===== src/rtl/gf_pkg.sv =====
// gf_pkg: tower-field GF((2^4)^2) types, FSM states, latency constants and GF(2^2) helpers
package gf_pkg;
  localparam logic [7:0] GF8_ONE = 8'h11;
  localparam int LAT_ZERO = 1;
  typedef enum logic [2:0] {
    IDLE = 3'd0,
    M0   = 3'd1,
    INV  = 3'd2,
    M1   = 3'd3,
    M2   = 3'd4,
    OUT  = 3'd5
  } state_t;
  typedef struct packed {
    logic [3:0] p;
    logic [1:0] a;
    logic       ah;
    logic       al;
    logic       aa;
  } opnd_t;
  function automatic int lat_cycles(input bit pipe_inv);
    return pipe_inv ? 5 : 4;
  endfunction
  function automatic logic [1:0] mul2s(input logic [1:0] x, input logic [1:0] y, input logic xs, input logic ys);
    return {(xs & ys) ^ (x[0] & y[0]), (x[1] & y[1]) ^ (x[0] & y[0])};
  endfunction
  function automatic logic [1:0] mul2(input logic [1:0] x, input logic [1:0] y);
    return mul2s(x, y, ^x, ^y);
  endfunction
  function automatic logic [1:0] sq2(input logic [1:0] x);
    return {x[1], x[1] ^ x[0]};
  endfunction
  function automatic logic [1:0] scl_w(input logic [1:0] x);
    return {x[1] ^ x[0], x[1]};
  endfunction
  function automatic logic [1:0] scl_w2(input logic [1:0] x);
    return {x[0], x[1] ^ x[0]};
  endfunction
endpackage


===== src/rtl/gf_mul4_opnd.sv =====
// gf_mul4_opnd: builds the presummed multiplier operand {p, a, ah, al, aa} from p[3:0]
module gf_mul4_opnd import gf_pkg::*; (
  input  logic [3:0] p,
  output opnd_t      o
);
  assign o = {p, p[3:2] ^ p[1:0], ^p[3:2], ^p[1:0], ^p};
endmodule


===== src/rtl/gf_prims_4.sv =====
// gf_prims_4: GF(2^4) multiply (presummed operands), square-scale by N=0x8, and inverse
module gf_mul_4 import gf_pkg::*; (
  input  opnd_t      a,
  input  opnd_t      b,
  output logic [3:0] y
);
  logic [1:0] hh, ll, ss;
  assign hh = mul2s(a.p[3:2], b.p[3:2], a.ah, b.ah);
  assign ll = mul2s(a.p[1:0], b.p[1:0], a.al, b.al);
  assign ss = mul2s(a.a, b.a, a.aa, b.aa);
  assign y  = {ss ^ ll, scl_w(hh) ^ ll};
endmodule

module gf_sq_scl_4 import gf_pkg::*; (
  input  logic [3:0] x,
  output logic [3:0] y
);
  logic [1:0] h;
  assign h = sq2(x[3:2]);
  assign y = {h ^ scl_w(sq2(x[1:0])), scl_w2(h)};
endmodule

module gf_inv_4 import gf_pkg::*; (
  input  logic [3:0] x,
  output logic [3:0] y
);
  logic [1:0] h, l, e;
  assign h = x[3:2];
  assign l = x[1:0];
  assign e = sq2(scl_w(sq2(h)) ^ mul2(h, l) ^ sq2(l));
  assign y = {mul2(e, h), mul2(e, h ^ l)};
endmodule


===== src/rtl/gf_inv_8_seq.sv =====
// gf_inv_8_seq: multi-cycle GF(2^8) tower inverter sharing one gf_mul_4 behind valid/ready
module gf_inv_8_seq import gf_pkg::*; #(
  parameter bit PIPE_INV    = 1'b0,
  parameter bit ZERO_BYPASS = 1'b1
) (
  input  logic       clk,
  input  logic       rst,
  input  logic       in_valid,
  output logic       in_ready,
  input  logic [7:0] in_data,
  output logic       out_valid,
  input  logic       out_ready,
  output logic [7:0] out_data,
  output logic       busy
);
  state_t     state;
  logic [7:0] x;
  logic [3:0] d, yh, di, inv_d, sq_d, p_a, p_b, m;
  opnd_t      o_a, o_b;
  logic       acc, zero_in;
  assign in_ready  = !rst && (state == IDLE || (state == OUT && out_ready));
  assign acc       = in_valid && in_ready;
  assign zero_in   = ZERO_BYPASS && in_data == 8'h00;
  assign out_valid = state == OUT;
  assign busy      = state != IDLE;
  assign p_a = state == M0 ? x[7:4] : (state == M1 || state == M2) ? di : 4'h0;
  assign p_b = (state == M0 || state == M1) ? x[3:0] : state == M2 ? x[7:4] : 4'h0;
  gf_mul4_opnd u_opnd_a (.p(p_a), .o(o_a));
  gf_mul4_opnd u_opnd_b (.p(p_b), .o(o_b));
  gf_mul_4     u_mul    (.a(o_a), .b(o_b), .y(m));
  gf_sq_scl_4  u_sq     (.x(x[7:4] ^ x[3:0]), .y(sq_d));
  gf_inv_4     u_inv    (.x(d), .y(inv_d));
  if (PIPE_INV) begin : g_pipe
    logic [3:0] di_q;
    always_ff @(posedge clk)
      di_q <= rst ? 4'h0 : state == INV ? inv_d : di_q;
    assign di = di_q;
  end else begin : g_comb
    assign di = inv_d;
  end
  always_ff @(posedge clk) begin
    if (rst) begin
      state    <= IDLE;
      x        <= 8'h00;
      d        <= 4'h0;
      yh       <= 4'h0;
      out_data <= 8'h00;
    end else begin
      case (state)
        IDLE, OUT: begin
          if (acc) begin
            x     <= in_data;
            state <= zero_in ? OUT : M0;
            if (zero_in) out_data <= 8'h00;
          end else if (state == OUT && out_ready) begin
            state <= IDLE;
          end
        end
        M0: begin
          d     <= sq_d ^ m;
          state <= PIPE_INV ? INV : M1;
        end
        INV: state <= M1;
        M1: begin
          yh    <= m;
          state <= M2;
        end
        M2: begin
          out_data <= {yh, m};
          state    <= OUT;
        end
        default: state <= IDLE;
      endcase
    end
  end
endmodule


===== config.mk =====
export PLATFORM = sky130hd
export DESIGN_NAME = gf_inv_8_seq
export DESIGN_NICKNAME = d
export VERILOG_FILES = /design/src/rtl/gf_pkg.sv /design/src/rtl/gf_mul4_opnd.sv /design/src/rtl/gf_prims_4.sv /design/src/rtl/gf_inv_8_seq.sv
export SDC_FILE = /design/constraint.sdc
export NUM_CORES = 1
export LEC_CHECK = 0
export CAP_MARGIN = 15
export CORE_MARGIN = 1
export CORE_UTILIZATION = 51
export DETAILED_ROUTE_END_ITERATION = 8
export GPL_TIMING_DRIVEN = 0
export PLACE_DENSITY_LB_ADDON = 0.12
export SLEW_MARGIN = 20
export SYNTH_ARGS = -nofsm -noshare
export SYNTH_HDL_FRONTEND = slang
export SYNTH_SLANG_ARGS = --single-unit

===== constraint.sdc =====
create_clock -name clk -period 3 [get_ports clk]
set_input_delay 0.3 -clock clk [delete_from_list [all_inputs] [get_ports clk]]
set_output_delay 0.3 -clock clk [all_outputs]
set_load 0.05 [all_outputs]

; ---- Word level (Yosys, flattened, before mapping)
; Index checks and enable logic that the tools add are counted.
; Widths: inputs -> output; s select.
[totals]
output_inout_bits = 11
register_bits = 27
wordCells = 98
[classes]
n_bitwise = 49
n_reduce_logical = 25
muxes = 11
eq_ne = 8
[op_table]
columns = cell, n
row1 = $xor 1x1->1, 21
row2 = $and 1x1->1, 18
row3 = $mux 4, 4
row4 = $mux 8, 2
row5 = $pmux 8 s2, 1
row6 = $reduce_xor 2->1, 8
row7 = $xor 2x2->2, 8
row8 = $pmux 3 s4, 1
row9 = $mux 3, 3
row10 = $logic_not 8->1, 1
row11 = $reduce_xor 4->1, 2
row12 = $xor 4x4->4, 2
row13 = $eq 3x2->1 const B, 2
row14 = $eq 3x3->1 const B, 2
row15 = $ne 2x2->1 const B, 2
row16 = $reduce_or 2->1, 2
row17 = $eq 3x1->1 const B, 1
row18 = $logic_and 1x1->1, 3
row19 = $logic_not 3->1, 1
row20 = $logic_or 1x1->1, 3
row21 = $ne 3x3->1 const B, 1
row22 = $reduce_and 3->1, 1
row23 = $reduce_bool 3->1, 1
row24 = $reduce_and 2->1, 1
row25 = other kinds (2), 2

; ---- Depth between registers and ports, before layout
[depth]
word_depth = 17
depth_mapped = 12
depth_no_buf = 11

; ---- Modules after synthesis
; Synthesis repeated with hierarchy kept, for this count alone.
[unflattened]
hier_cells = 210
hier_area_um2 = 1841.8
[modules_own_cells]
columns = module, n_inst, area_each_um2, cells_each
row1 = gf_inv_8_seq, 1, 1248.7, 139
row2 = gf_inv_4, 1, 261.5, 30
row3 = gf_mul4_opnd, 2, 73.8, 9
row4 = gf_mul_4, 1, 138.9, 19
row5 = gf_sq_scl_4, 1, 45.0, 4

; ---- Least setup slack after synthesis
; Ideal clock, no wire load.
[synth_timing]
path_type = register -> register
start = register d[1]
end = register d[2]
setup_slack_ns = 0.136
t_arrival_ns = 2.779
n_path_buf = 0
path_stages_with_launch = 12
path_cell_list = dfxtp_1 > ha_1 > xnor2_1 > xor3_1 > nor2b_1 > xnor2_1 > a22oi_2 > mux2_2 > a22oi_2 > xor2_2 > xnor2_1 > a211oi_1
[synth_via]
elab_chain_cells = 16
[synth_lines]
columns = item, line_no
row1 = start: declaration, gf_inv_8_seq.sv:18  ; logic [3:0] d, yh, di, inv_d, sq_d, p_a, p_b, m;
row2 = start signal: assignment, gf_inv_8_seq.sv:60  ; d <= sq_d ^ m;
row3 = $reduce_xor 2->1, gf_pkg.sv:27  ; return mul2s(x, y, ^x, ^y);
row4 = $and 1x1->1, gf_pkg.sv:24  ; return {(xs & ys) ^ (x[0] & y[0]), (x[1] & y[1]) ^ (x[0] & y[0])};
row5 = $xor 1x1->1, gf_pkg.sv:24
row6 = $xor 2x2->2 (2 in series), gf_prims_4.sv:30  ; assign e = sq2(scl_w(sq2(h)) ^ mul2(h, l) ^ sq2(l));
row7 = $xor 1x1->1, gf_pkg.sv:30  ; return {x[1], x[1] ^ x[0]};
row8 = $reduce_xor 2->1, gf_pkg.sv:27
row9 = $and 1x1->1, gf_pkg.sv:24
row10 = $xor 1x1->1, gf_pkg.sv:24
row11 = $mux 4 (*) (2 in series), gf_inv_8_seq.sv:26  ; assign p_a = state == M0 ? x[7:4] : (state == M1 || state == M2) ? di : 4'h0;
row12 = $xor 2x2->2, gf_mul4_opnd.sv:6  ; assign o = {p, p[3:2] ^ p[1:0], ^p[3:2], ^p[1:0], ^p};
row13 = $and 1x1->1, gf_pkg.sv:24
row14 = $xor 1x1->1, gf_pkg.sv:24
row15 = $xor 2x2->2 (*), gf_prims_4.sv:11  ; assign y = {ss ^ ll, scl_w(hh) ^ ll};
row16 = $xor 4x4->4 (*), gf_inv_8_seq.sv:60
; Mark *: on every way between the ends. The rest lies on a longest branch, timed or not.
; A chain may end at the register's enable or synchronous reset.

; ---- Worst setup path after layout
[layout_timing]
start = register d[2]
end = register yh[2]
[layout_via]
elab_chain_cells = 15
[layout_lines]
columns = item, line_no
row1 = $reduce_xor 2->1, gf_pkg.sv:27
row2 = $and 1x1->1, gf_pkg.sv:24
row3 = $xor 1x1->1, gf_pkg.sv:24
row4 = $xor 2x2->2 (2 in series), gf_prims_4.sv:30
row5 = $xor 1x1->1, gf_pkg.sv:30
row6 = $reduce_xor 2->1, gf_pkg.sv:27
row7 = $and 1x1->1, gf_pkg.sv:24
row8 = $xor 1x1->1, gf_pkg.sv:24
row9 = $mux 4 (*) (2 in series), gf_inv_8_seq.sv:26
row10 = $xor 2x2->2, gf_mul4_opnd.sv:6
row11 = $and 1x1->1, gf_pkg.sv:24
row12 = $xor 1x1->1, gf_pkg.sv:24
row13 = $xor 2x2->2 (*), gf_prims_4.sv:11
row14 = end signal: assignment, gf_inv_8_seq.sv:65  ; yh <= m;
row15 = end: declaration, gf_inv_8_seq.sv:18
; Marks and branches as above.

==> impl_metrics.py <==
metrics = {
    "critical_path": {
        "start_kind": "register",
        "r2r_slack_ns": -0.04,
        "crit_arrival_ns": 3.24,
        "worstSetupEndpointType": "register",
        "cpMostUsedCell": "buf_6",
        "max_stage_delay_ns": 0.51,
        "r2r_start": "d[2]",
        "worst_ep_required_time_ns": 3.20,
        "slowest_stage": "mux4_2",
        "critPathKind": "register to register",
        "reg2reg_to": "yh[2]",
        "cp_cell_sequence": "ha_4 > nand2b_4 > buf_6 > mux4_2 > xor2_4 > a22oi_4 > buf_6 > mux2i_2 > o22ai_2 > xor2_2 > buf_4 > buf_6 > a211oi_2",
        "r2r_cells": 13,
        "cp_max_fo": 5,
    },
    "timing": {
        "fmax_ghz": 0.329,
        "worstMarginPinSlew_ns": 0.854,
        "maxSlewHeadroom": 0.431,
        "hold_viol": 0,
        "rsz0062_at_grt": "true",
        "fin_ws_ns": -0.0431,
        "slew_violations": 0,
        "period_minus_slack_ns": 3.04,
        "setup_viol": 2,
        "finalCritPeriodShare": 1.01,
        "finClkSkew_ns": 0.00273,
        "setup_tns_ns": -0.0682,
    },
    "finish": {
        "final-seq-area_um2": 549,
        "syn2layout_area_growth_pct": 32.4,
        "insertedDiodeCount": 0,
        "nets": 320,
        "drive_above_1_share": 0.275,
        "multi_input_comb_area_um2": 1700,
        "num-fill-cells": 322,
    },
    "pwr": {
        "powerDensity_nw_per_um2": 475,
        "p_leak_nw": 1.07,
        "ir_drop_mv": 0.319,
    },
    "worst_hold_path": {
        "hp-class": "register to register",
        "whs_endpoint": "out_data[3]",
        "min_from": "out_data[3]",
        "hold_depth": 2,
    },
    "synth": {
        "syn_inst": 258,
        "synth_top_area_cell": "dfxtp_1",
        "synth_ff_type": "dfxtp_1",
        "synth_top_area_share": 0.248,
        "syn_nets": 272,
        "seq_area_frac_synth": 0.248,
        "syn_area_um2": 2180,
        "yosysWarnings": 0,
        "ys_types": 62,
        "syn_avg_cell_area_um2": 8.46,
        "synthArstFlopShare": 0,
        "synth_top_cells_by_area": "dfxtp_1 25%, xnor2_1 8.4%, nor2_1 7.0%, mux2i_1 6.4%, a22oi_1 3.4%",
        "synth_edf_count": 0,
        "ys_seq_elements": 27,
    },
    "floorplan": {
        "core_um2": 4060,
        "dieArea_um2": 4550,
        "io-pin-count": 23,
        "die_w_um": 67.4,
        "die_h_um": 67.4,
        "start_util": 0.538,
        "num_rows": 23,
    },
    "clock_tree": {
        "cts_tree": "done",
        "clk_pin_slew_worst_paths_ns": 0.09,
        "clock_latency_ns": 0.27,
        "clockBufferDepth": 2,
        "clock_sinks": 27,
        "cts_buffers": 3,
        "cts_root_buf": "clkbuf_8",
        "htreeDepth": 1,
        "ctsHoldBuffers": 0,
    },
    "placement": {
        "portBuffers": 22,
        "place_hpwl_mm": 3.85,
        "dp_slack_ns": -0.286,
        "routabilityCongestion": 0.816,
    },
    "global_routing": {
        "gr-total-overflow": 0,
        "grt_pass1_vias": 1864,
        "antenna_found_initial": 0,
        "grt_max_degree": 15,
        "grt_pass1_wl_mm": 9.13,
        "grt_usage": 0.268,
    },
    "route": {
        "drt_pass1_iterations": 4,
        "drc_errors": 0,
        "via_count": 2049,
        "wire_per_inst_um": 16.1,
        "drtIter0Drc": 106,
        "detail_route.vias_per_cell": 5.77,
        "wl_mm": 5.73,
        "postRouteAntennaNets": 0,
    },
    "outcome": {
        "violations": "setup timing",
        "status": "finished, violations left",
    },
    "run": {
        "max-cap-violations": 0,
    },
}
cells in the final DEF (no fill, tap or decap), drive strengths merged, types with 3 or more instances in the layout:
cell and instances:
nor2b 5, a211oi 7, xor2 9, dfxtp 27, nor3 5, a21oi 12
a22o 4, mux2i 14, nor4 5, nand2 13, xnor2 21, nand3b 3
nand2b 4, buf 33, o21ai 4, nor2 41, a22oi 13, clkbuf 11
clkdlybuf4s50 22, nand3 6, o22ai 3, inv 3, and2 5
per-stage QoR:
step	util	total power, mW	std cells	instance area (um2)	hold WS (ns)
after floorplan	-	0.880	258	2180	0.448
after global placement	0.608	0.990	330	2470	0.473
after detailed placement	0.608	0.998	330	2470	0.480
after CTS	0.664	1.28	347	2690	0.502
after global routing	0.713	1.45	355	2890	0.529
final	0.713	1.37	355	2890	0.502
worst max-delay path, delay by kind of cell, from the launching register on:
family,cells,cell delay (ns)
compound gates,3,0.55
xor+xnor,2,0.41
flops,1,0.37
mux,2,0.73
simple gates,1,0.07
fa+ha+maj,1,0.30
buf+inv,4,0.53
cell type report:
cell class | instances | area share
Tap cell | 50 | 0.0216
Buffer | 18 | 0.0398
Sequential cell | 27 | 0.190
Clock buffer | 4 | 0.0156
Timing Repair Buffer | 44 | 0.141
Inverter | 3 | 0.00389
Multi-Input combinational cell | 209 | 0.588
registers in the layout, summed over array words and instances, names as in the netlist:
signal,count
out_data,8
x,8
d,4
yh,4
state,3
metal layers:
metal / up-vias / wire (um) / track usage
met5: - / 0 / 0
met4: 0 / 78 / 0.0585
met3: 6 / 201 / 0.0372
met2: 44 / 2750 / 0.435
met1: 976 / 2700 / 0.374
li1: 1023 / - / -
report_power, final:
group | internal, mW | switching [mW]
registers | 0.393 | 0.0273
clock network | 0.0954 | 0.117
logic | 0.357 | 0.384
worst max-delay path by stage:
stage	from	to	slack (ns)	cells past startpoint
after floorplan	d[1]	d[2]	0.14	11
final	d[2]	yh[2]	-0.04	13
after global placement	d[0]	d[2]	-0.25	11
after global routing	d[2]	yh[2]	-0.13	13
after detailed placement	d[0]	d[2]	-0.29	12
after CTS	d[2]	d[2]	0.01	12
cells by family (layout without fill, tap and decap cells):
kind of cell / Yosys count / after routing / share of synthesized area
compound gates: 62 / 62 / 0.225
mux: 17 / 17 / 0.0848
flops: 27 / 27 / 0.248
buf+inv: 22 / 69 / 0.0516
simple gates: 96 / 96 / 0.231
xor+xnor: 32 / 32 / 0.148
fa+ha+maj: 2 / 2 / 0.0115
Yosys cell counts, drive strengths merged, types with 2 or more instances:
| library cell | n |
|---|---|
| nor2 | 41 |
| o21ai | 4 |
| nand2 | 13 |
| a31o | 2 |
| a22oi | 13 |
| nor4 | 5 |
| nor2b | 5 |
| and2 | 5 |
| o22ai | 3 |
| nor3 | 5 |
| xnor2 | 21 |
| dfxtp | 27 |
| mux2i | 14 |
| ha | 2 |
| o32ai | 2 |
| nand3b | 3 |
| a21oi | 12 |
| o2111a | 2 |
| a22o | 4 |
| mux2 | 2 |
| nand2b | 4 |
| and2b | 2 |
| xor2 | 9 |
| nand3 | 6 |
| clkbuf | 8 |
| buf | 11 |
| inv | 3 |
| a211oi | 7 |
| o21bai | 2 |
what timing repair did:
action                                  4_1_cts  5_1_grt
pin swaps                                    13       23
gates resized for setup                      19       30
setup buffers                                14        9
hold endpoints to repair                      0        0
endpoints found under the setup margin       12       14
Note: power is estimated with default switching activity, not from simulation.
